$ cat config.mk
export PLATFORM = sky130hd
export DESIGN_NAME = convertidor_bcd_binario_flat
export DESIGN_NICKNAME = d
export VERILOG_FILES = /design/src/rtl/convertidor_bcd_binario_pkg.sv /design/src/rtl/convertidor_bcd_binario_if.sv /design/src/rtl/convertidor_bcd_binario_paso_horner_bcd.sv /design/src/rtl/convertidor_bcd_binario.sv /design/src/flat_wrapper.sv
export SDC_FILE = /design/constraint.sdc
export NUM_CORES = 1
export LEC_CHECK = 0
export CORE_MARGIN = 4
export CORE_UTILIZATION = 45
export CTS_CLUSTER_SIZE = 20
export DETAILED_ROUTE_END_ITERATION = 7
export PLACE_DENSITY = 0.83
export SYNTH_ARGS = -nofsm -noshare
export SYNTH_HDL_FRONTEND = slang
export SYNTH_SLANG_ARGS = --single-unit
$ cat constraint.sdc
create_clock -name clk -period 2.9 [get_ports clk]
set_input_delay 0.435 -clock clk [delete_from_list [all_inputs] [get_ports clk]]
set_output_delay 0.435 -clock clk [all_outputs]
set_load 0.005 [all_outputs]
$ cat src/rtl/convertidor_bcd_binario_pkg.sv
// Shared types for the packed-BCD to binary converter.
// Digit type, largest legal digit, FSM states and a power-of-ten helper.
package paquete_bcd;

   typedef logic [3:0] digito_bcd_t;

   localparam digito_bcd_t BCD_MAX = 4'd9;

   typedef enum logic {
      REPOSO,
      CONVIRTIENDO
   } estado_conv_t;

   // 10**n, used only for elaboration-time width checks
   function automatic longint unsigned pot10(input int n);
      longint unsigned r;
      r = 64'd1;
      for (int i = 0; i < n; i++) begin
         r = r * 64'd10;
      end
      return r;
   endfunction

endpackage

$ cat src/rtl/convertidor_bcd_binario_if.sv
// Handshake/data bundle of the BCD to binary converter.
// master: inicio, entradaBCD out; slave: salidaBinaria, listo, ocupado, error out.
interface convertidor_bcd_binario_if #(
   parameter int DIGITOS   = 4,
   parameter int ANCHO_BIN = 14
);

   logic                   inicio;
   logic [4*DIGITOS-1:0]   entradaBCD;
   logic [ANCHO_BIN-1:0]   salidaBinaria;
   logic                   listo;
   logic                   ocupado;
   logic                   error;

   modport master (
      output inicio,
      output entradaBCD,
      input  salidaBinaria,
      input  listo,
      input  ocupado,
      input  error
   );

   modport slave (
      input  inicio,
      input  entradaBCD,
      output salidaBinaria,
      output listo,
      output ocupado,
      output error
   );

endinterface

$ cat src/rtl/convertidor_bcd_binario_paso_horner_bcd.sv
// One Horner step: acc_o = acc_i*10 + digito_i, flags digito_i > 9.
// Ports: acc_i, digito_i in; acc_o, digito_invalido_o out (combinational).
module paso_horner_bcd
   import paquete_bcd::*;
#(
   parameter int ANCHO_BIN = 14
) (
   input  logic [ANCHO_BIN-1:0] acc_i,
   input  digito_bcd_t          digito_i,
   output logic [ANCHO_BIN-1:0] acc_o,
   output logic                 digito_invalido_o
);

   localparam int ANCHO_EXT = ANCHO_BIN + 4;

   logic [ANCHO_EXT-1:0] acc_ext;
   logic [ANCHO_EXT-1:0] suma;
   logic [3:0]           alto_unused;

   assign acc_ext = {4'b0000, acc_i};

   // x*10 = x*8 + x*2, evaluated wide and truncated; the
   // width rule on ANCHO_BIN keeps legal results in range
   assign suma = (acc_ext << 3) + (acc_ext << 1)
               + ANCHO_EXT'(digito_i);

   assign {alto_unused, acc_o} = suma;

   assign digito_invalido_o = (digito_i > BCD_MAX);

endmodule

$ cat src/rtl/convertidor_bcd_binario.sv
// Packed-BCD to binary converter, Horner evaluation, one digit per clock, MSD first.
// Ports: clk, rst (sync, active high); bus (slave): inicio, entradaBCD, salidaBinaria, listo, ocupado, error.
module convertidor_bcd_binario
   import paquete_bcd::*;
#(
   parameter int DIGITOS   = 4,
   parameter int ANCHO_BIN = 14
) (
   input logic                      clk,
   input logic                      rst,
   convertidor_bcd_binario_if.slave bus
);

   localparam int IDX_W = (DIGITOS > 1) ? $clog2(DIGITOS) : 1;
   localparam logic [IDX_W-1:0] IDX_MAX = IDX_W'(DIGITOS - 1);

   if (DIGITOS < 1) begin : g_chk_dig
      $error("DIGITOS must be at least 1");
   end

   if (ANCHO_BIN < 64 &&
       (64'd1 << ANCHO_BIN) <= pot10(DIGITOS) - 64'd1) begin : g_chk_ancho
      $error("ANCHO_BIN too narrow for DIGITOS");
   end

   estado_conv_t                  estado_q, estado_d;
   digito_bcd_t [DIGITOS-1:0]     bcd_q, bcd_d;
   logic [ANCHO_BIN-1:0]          acc_q, acc_d;
   logic [IDX_W-1:0]              idx_q, idx_d;
   logic                          bad_q, bad_d;
   logic [ANCHO_BIN-1:0]          salida_q, salida_d;
   logic                          listo_q, listo_d;
   logic                          error_q, error_d;

   digito_bcd_t                   digito;
   logic [ANCHO_BIN-1:0]          acc_nuevo;
   logic                          invalido;
   logic                          bad_total;

   assign digito = bcd_q[idx_q];

   paso_horner_bcd #(
      .ANCHO_BIN(ANCHO_BIN)
   ) u_paso (
      .acc_i             (acc_q),
      .digito_i          (digito),
      .acc_o             (acc_nuevo),
      .digito_invalido_o (invalido)
   );

   assign bad_total = bad_q | invalido;

   always_comb begin
      estado_d = estado_q;
      bcd_d    = bcd_q;
      acc_d    = acc_q;
      idx_d    = idx_q;
      bad_d    = bad_q;
      salida_d = salida_q;
      listo_d  = 1'b0;
      error_d  = error_q;
      unique case (estado_q)
         REPOSO: begin
            if (bus.inicio) begin
               bcd_d    = bus.entradaBCD;
               acc_d    = '0;
               idx_d    = IDX_MAX;
               bad_d    = 1'b0;
               error_d  = 1'b0;
               estado_d = CONVIRTIENDO;
            end
         end
         CONVIRTIENDO: begin
            acc_d = acc_nuevo;
            bad_d = bad_total;
            if (idx_q == '0) begin
               // invalid input always yields 0, never a partial value
               salida_d = bad_total ? '0 : acc_nuevo;
               error_d  = bad_total;
               listo_d  = 1'b1;
               estado_d = REPOSO;
            end else begin
               idx_d = idx_q - 1'b1;
            end
         end
         default: estado_d = REPOSO;
      endcase
   end

   always_ff @(posedge clk) begin
      if (rst) begin
         estado_q <= REPOSO;
         bcd_q    <= '0;
         acc_q    <= '0;
         idx_q    <= '0;
         bad_q    <= 1'b0;
         salida_q <= '0;
         listo_q  <= 1'b0;
         error_q  <= 1'b0;
      end else begin
         estado_q <= estado_d;
         bcd_q    <= bcd_d;
         acc_q    <= acc_d;
         idx_q    <= idx_d;
         bad_q    <= bad_d;
         salida_q <= salida_d;
         listo_q  <= listo_d;
         error_q  <= error_d;
      end
   end

   assign bus.salidaBinaria = salida_q;
   assign bus.listo         = listo_q;
   assign bus.ocupado       = (estado_q == CONVIRTIENDO);
   assign bus.error         = error_q;

endmodule
$ cat src/flat_wrapper.sv
// flat-port wrapper written by rule: the top's interface ports become plain ports
module convertidor_bcd_binario_flat import paquete_bcd::*;
#(
   parameter int DIGITOS   = 4,
   parameter int ANCHO_BIN = 14
)
  (clk, rst, bus_inicio, bus_entradaBCD, bus_salidaBinaria, bus_listo, bus_ocupado, bus_error);
  convertidor_bcd_binario_if #(.DIGITOS(DIGITOS), .ANCHO_BIN(ANCHO_BIN)) bus_i ();
  input logic clk;
  input logic rst;
  input wire logic [$bits(bus_i.inicio)-1:0] bus_inicio;
  input wire logic [$bits(bus_i.entradaBCD)-1:0] bus_entradaBCD;
  output wire logic [$bits(bus_i.salidaBinaria)-1:0] bus_salidaBinaria;
  output wire logic [$bits(bus_i.listo)-1:0] bus_listo;
  output wire logic [$bits(bus_i.ocupado)-1:0] bus_ocupado;
  output wire logic [$bits(bus_i.error)-1:0] bus_error;
  assign bus_i.inicio = bus_inicio;
  assign bus_i.entradaBCD = bus_entradaBCD;
  assign bus_salidaBinaria = bus_i.salidaBinaria;
  assign bus_listo = bus_i.listo;
  assign bus_ocupado = bus_i.ocupado;
  assign bus_error = bus_i.error;
  convertidor_bcd_binario #(.DIGITOS(DIGITOS), .ANCHO_BIN(ANCHO_BIN)) u_core (.clk(clk), .rst(rst), .bus(bus_i));
endmodule
### Yosys cells after proc, flatten, opt, wreduce, memory -nomap -nowiden

Index checks and enable logic that the tools add are counted.

| word-level totals | value |
|---|---|
| flip-flop bits (word level) | 49 |
| input port bits | 19 |
| output and inout port bits | 17 |
| word-level logic and storage cells | 43 |

| operators by class | value |
|---|---|
| bitwise gates (word level) | 2 |
| equal/unequal tests | 3 |
| magnitude comparators | 2 |
| add/sub/neg operators | 3 |
| mux-type cells | 16 |
| reductions and logical operators | 6 |

Operators by type and width:

| kind | number |
|---|---|
| $pmux 13 s2 | 1 |
| $add 14x14->14 | 1 |
| $add 14x4->14 | 1 |
| $mux 14 | 1 |
| $mux 13 | 1 |
| $bmux 4 s2 | 1 |
| $reduce_and 2->1 | 4 |
| $ne 2x2->1 const B | 3 |
| $pmux 1 s2 | 3 |
| $mux 1 | 5 |
| $gt 4x4->1 const B | 1 |
| $mux 2 | 2 |
| $mux 4 | 1 |
| $pmux 2 s2 | 1 |
| $lt 2x3->1 const B | 1 |
| $logic_not 2->1 | 1 |
| $reduce_or 2->1 | 1 |
| $sub 2x1->2 const B | 1 |
| $not 1->1 | 1 |
| $or 1x1->1 | 1 |

### Depth between registers and ports, before layout

| depth | value |
|---|---|
| depth in word-level cells | 6 |
| depth in mapped cells | 12 |
| depth with buffers taken out | 11 |

### Hierarchy

Synthesis repeated with hierarchy kept, for this count alone.

| second synthesis, totals | value |
|---|---|
| cell total of the unflattened synthesis | 277 |
| area total of the unflattened synthesis | 2571.2 um^2 |

By module, submodules not included:

| module | area an instance (um^2) | seq. area each (um^2) | instances | cells each |
|---|---|---|---|---|
| convertidor_bcd_binario | 1908.1 | 1001.0 | 1 | 200 |
| paso_horner_bcd | 663.1 | 0.0 | 1 | 77 |

### Worst setup path before layout

OpenSTA, ideal clock, no wires.

| path | value |
|---|---|
| path kind | register to register |
| start point | reg u_core.idx_q[0] |
| end point | reg u_core.acc_q[10] |
| setup slack | -211 ps |
| clock period less this slack | 3111 ps |
| buffers on the path | 1 |
| stages on the path, launching flop included | 12 |
| arrival | 3051 ps |
| library setup time | 60 ps |
| required time | 2840 ps |
| path through | dfxtp_1 > buf_6 > mux4_1 > inv_2 > fa_1 > fa_1 > nor2b_1 > o211ai_1 > a21boi_0 > nor2_1 > o311ai_0 > a22o_1 |

| between the ends | value |
|---|---|
| longest elaborated chain between the ends | 4 |

Ends and longest elaborated chain:

| item | RTL line | source |
|---|---|---|
| start: declaration | convertidor_bcd_binario.sv:29 | `logic [IDX_W-1:0] idx_q, idx_d;` |
| start signal: assignment | convertidor_bcd_binario.sv:104 | `idx_q <= idx_d;` |
| $bmux 4 s2 | convertidor_bcd_binario.sv:40 | `assign digito = bcd_q[idx_q];` |
| $mux 4 (implied by the code) | convertidor_bcd_binario.sv:40 |  |
| $add 14x4->14 | convertidor_bcd_binario_paso_horner_bcd.sv:25 | `+ ANCHO_EXT'(digito_i);` |
| $pmux 13 s2 | convertidor_bcd_binario.sv:62 | `unique case (estado_q)` |
| end signal: assignment | convertidor_bcd_binario.sv:94 | `acc_q <= '0;` |
| end signal: assignment | convertidor_bcd_binario.sv:103 | `acc_q <= acc_d;` |
| end: declaration | convertidor_bcd_binario.sv:28 | `logic [ANCHO_BIN-1:0] acc_q, acc_d;` |

Every way passes these cells. The select of a mux whose other input is x is not followed.
A chain may end at the register's enable or synchronous reset.

### Worst setup path after layout

| path | value |
|---|---|
| start point | reg u_core.idx_q[0] |
| end point | reg u_core.salida_q[13] (netlist: u_core.bus.salidaBinaria[13]) |

| between the ends | value |
|---|---|
| longest elaborated chain between the ends | 5 |
| elaborated cells between the ends (all ways) | 8 |
| those cells by class | add/sub: 1; order compare: 1; mux: 3; bitwise: 1; reduce/logical: 2 |

Ends and longest elaborated chain:

| item | RTL line | source |
|---|---|---|
| branches (longest 5 deep; another with $add 14x4->14) | - |  |
| end signal: assignment | convertidor_bcd_binario.sv:106 | `salida_q <= salida_d;` |
| end: declaration | convertidor_bcd_binario.sv:31 | `logic [ANCHO_BIN-1:0] salida_q, salida_d;` |

Parallel ways; which one is timed is not known. The select of a mux whose other input is x is not followed.

==> metrics.txt <==
post-route cell area 3340 µm²; starting density of the core 0.462; FF+latch count, synth 49; Unique masters post-synth 43; H-tree Lvls 2; DR WL/cell between 15 and 20 µm; dpl cell area roughly 3000 µm²; via count approximately 2,200; detailed placement HPWL roughly 4000 µm; Switching Power slightly above 400 µW; register share of total power 0.508; Net Sw Frac 0.286; clock share of power 0.307; dominant synthesized flop cell dfxtp_1; vias per inst about 5.6; most common cell after layout, fill and taps aside dfxtp_1; Post-synth EDFFs 0; Worst setup SP type register; most frequent cells in the layout 48 x dfxtp_1, 35 x nand2_1, 35 x clkdlybuf4s50_1; Antenna Nets Post-Route 0; Post-Syn Area about 2500 µm²; Worst Setup End Kind register; Post-Syn Nets 318; CTS Buf Count 5; antenna violations before repair 0; grt total ovfl 0; clk_skew 13.1 ps; Die Span X 82.9 µm; worst setup path class register to register; failing checks negative setup slack; Post-Place Cells ~380; post-synthesis sequential area ratio 0.388; Ys Warns 0; Post-synth ARST share 0; TNS Setup -72.4 ps; clk buf depth 2; CP required between 3000 and 4000 ps; Arrival @ worst endpoint approximately 3200 ps; Hold Slack ~460 ps; max_slew headroom 0.584; worst slack at placement -151 ps; Die Area roughly 6900 µm²; peak supply drop approximately 0.00024 V; DRT Pass-1 Iters 4; leakage power between 1 and 1.5 nW; register-to-register setup slack -60 ps; CP max FO 3; Final min period 2960 ps; area growth from synthesis to layout 32.1%; clk sinks around 50; Post-Route WL approximately 6400 µm; worst skew pair latency 320 ps; clk root buf clkbuf_8; final max-slew violation count 0; Comb power frac 0.185; number of antenna repair diodes 0; CTS Hold Bufs 0; hold depth 2; total track usage 0.179; 1st-iter DRT viols between 100 and 150; Slew @ Worst Pin slightly above 600 ps; gp weighted congestion ~0.86; Core ar. 5470 µm²; Clk pin slew, worst setup/hold paths 100 ps; I/O pin total 36; first-pass GRT wire length between 10,000 and 15,000 µm; Final Setup Violations 2; largest net degree at the start of global routing 34; Layout Cells excl Fill approximately 400; fill count around 460; Post-Syn Instances about 270; total power 1.41 mW; syn_area_per_cell 9.22 µm²; Die Span Y around 83 µm; cell-internal power approximately 1.0 mW; Max-cap violations 0; Sequential Area 985 µm²; layout cells sized above 1 0.194; row count 27; Finished Core Util 0.610; IO buf count 35; RSZ-0062 raised after global routing true; Max Clk Rate ~340 MHz; Multi-input gate area approximately 1600 µm²; FF-to-FF path depth 11; vias in the first global route approximately 2,200; Final period util 1.02; status finished with violations; Hold Fails Final Rpt 0; DRC Markers 0; Layout Nets between 300 and 400; final worst slack -61.3 ps; CTS tree yes; P per Cell Area 423 nW/µm²; Hold Path Class register to register
[sequential cells by signal (all words and copies together), names as in the netlist]
signal	count
u_core.bus.error	1
u_core.bus.salidaBinaria	14
u_core.bad_q	1
u_core.idx_q	2
u_core.bus.listo	1
u_core.bus.ocupado	1
u_core.bcd_q	16
u_core.acc_q	13
[critical path, stage by stage (launching register included)]
cell,delay (ps)
dfxtp_4,380
mux4_2,510
inv_2,90
fa_2,470
inv_2,100
ha_4,210
a21oi_4,120
o211ai_1,150
and2_4,230
a221oi_2,290
xnor2_1,100
a22o_1,210
[what timing repair did]
action	4_1_cts	5_1_grt
setup endpoints to repair	9	14
hold endpoints to repair	0	0
pin swaps	12	15
resized for setup	10	15
setup buffers	13	3
[cell usage after synthesis, drive strengths merged (5+ instances only)]
| cell | n | area [µm²] |
|---|---|---|
| nor3b | 7 | 52.6 |
| dfxtp | 49 | 981 |
| nand2 | 35 | 131 |
| o21ai | 5 | 25.0 |
| inv | 12 | 45.0 |
| a22o | 15 | 131 |
| nor2 | 20 | 80.1 |
| a21oi | 33 | 169 |
| clkbuf | 11 | 41.3 |
| nor2b | 7 | 43.8 |
| ha | 23 | 288 |
| xnor2 | 9 | 78.8 |
[path summary, 6_finish.rpt]
path | from | to
max | u_core.idx_q[0]$_SDFFE_PP0P_ | u_core.bus.salidaBinaria[13]$_SDFFE_PP0P_
min | u_core.bcd_q[13]$_SDFFE_PP0P_ | u_core.bcd_q[13]$_SDFFE_PP0P_
max reg2reg | u_core.idx_q[0]$_SDFFE_PP0P_ | u_core.bus.salidaBinaria[13]$_SDFFE_PP0P_
min reg2reg | u_core.bcd_q[13]$_SDFFE_PP0P_ | u_core.bcd_q[13]$_SDFFE_PP0P_
[area by class of cell]
cell class / instances / area share
flip-flops and latches: 49 / 0.295
clock inverters: 3 / 0.00787
repair buffers: 63 / 0.169
well taps: 72 / 0.0270
multi-input cells: 198 / 0.466
inverters: 12 / 0.0142
clock buffers: 5 / 0.0206
[power by group through the flow]
| stage | logic [mW] | registers [mW] | clock network, mW |
|---|---|---|---|
| CTS | 0.241 | 0.716 | 0.438 |
| global placement | 0.200 | 0.730 | 0 |
| finish | 0.262 | 0.716 | 0.433 |
| detailed placement | 0.206 | 0.731 | 0 |
| floorplan | 0.135 | 0.726 | 0 |
| global route | 0.285 | 0.720 | 0.463 |
[metal layers]
metal | share of wire | GRT usage | vias to the layer above
met4 | 0.023 | 0.0758 | 0
met5 | 0 | 0 | -
met2 | 0.51 | 0.309 | 82
met1 | 0.41 | 0.214 | 1050
met3 | 0.055 | 0.0387 | 17
li1 | - | - | 1085
[kinds of logic (layout without fill, tap and decap cells)]
| group | Yosys count | count (layout) | share of synthesized area |
|---|---|---|---|
| simple gates | 84 | 84 | 0.166 |
| mux | 5 | 5 | 0.0426 |
| compound gates | 74 | 74 | 0.192 |
| flops | 49 | 49 | 0.388 |
| buf+inv | 27 | 83 | 0.0461 |
| fa+ha+maj | 25 | 25 | 0.130 |
| xor+xnor | 10 | 10 | 0.0347 |
(Power assumes the default switching activity.)
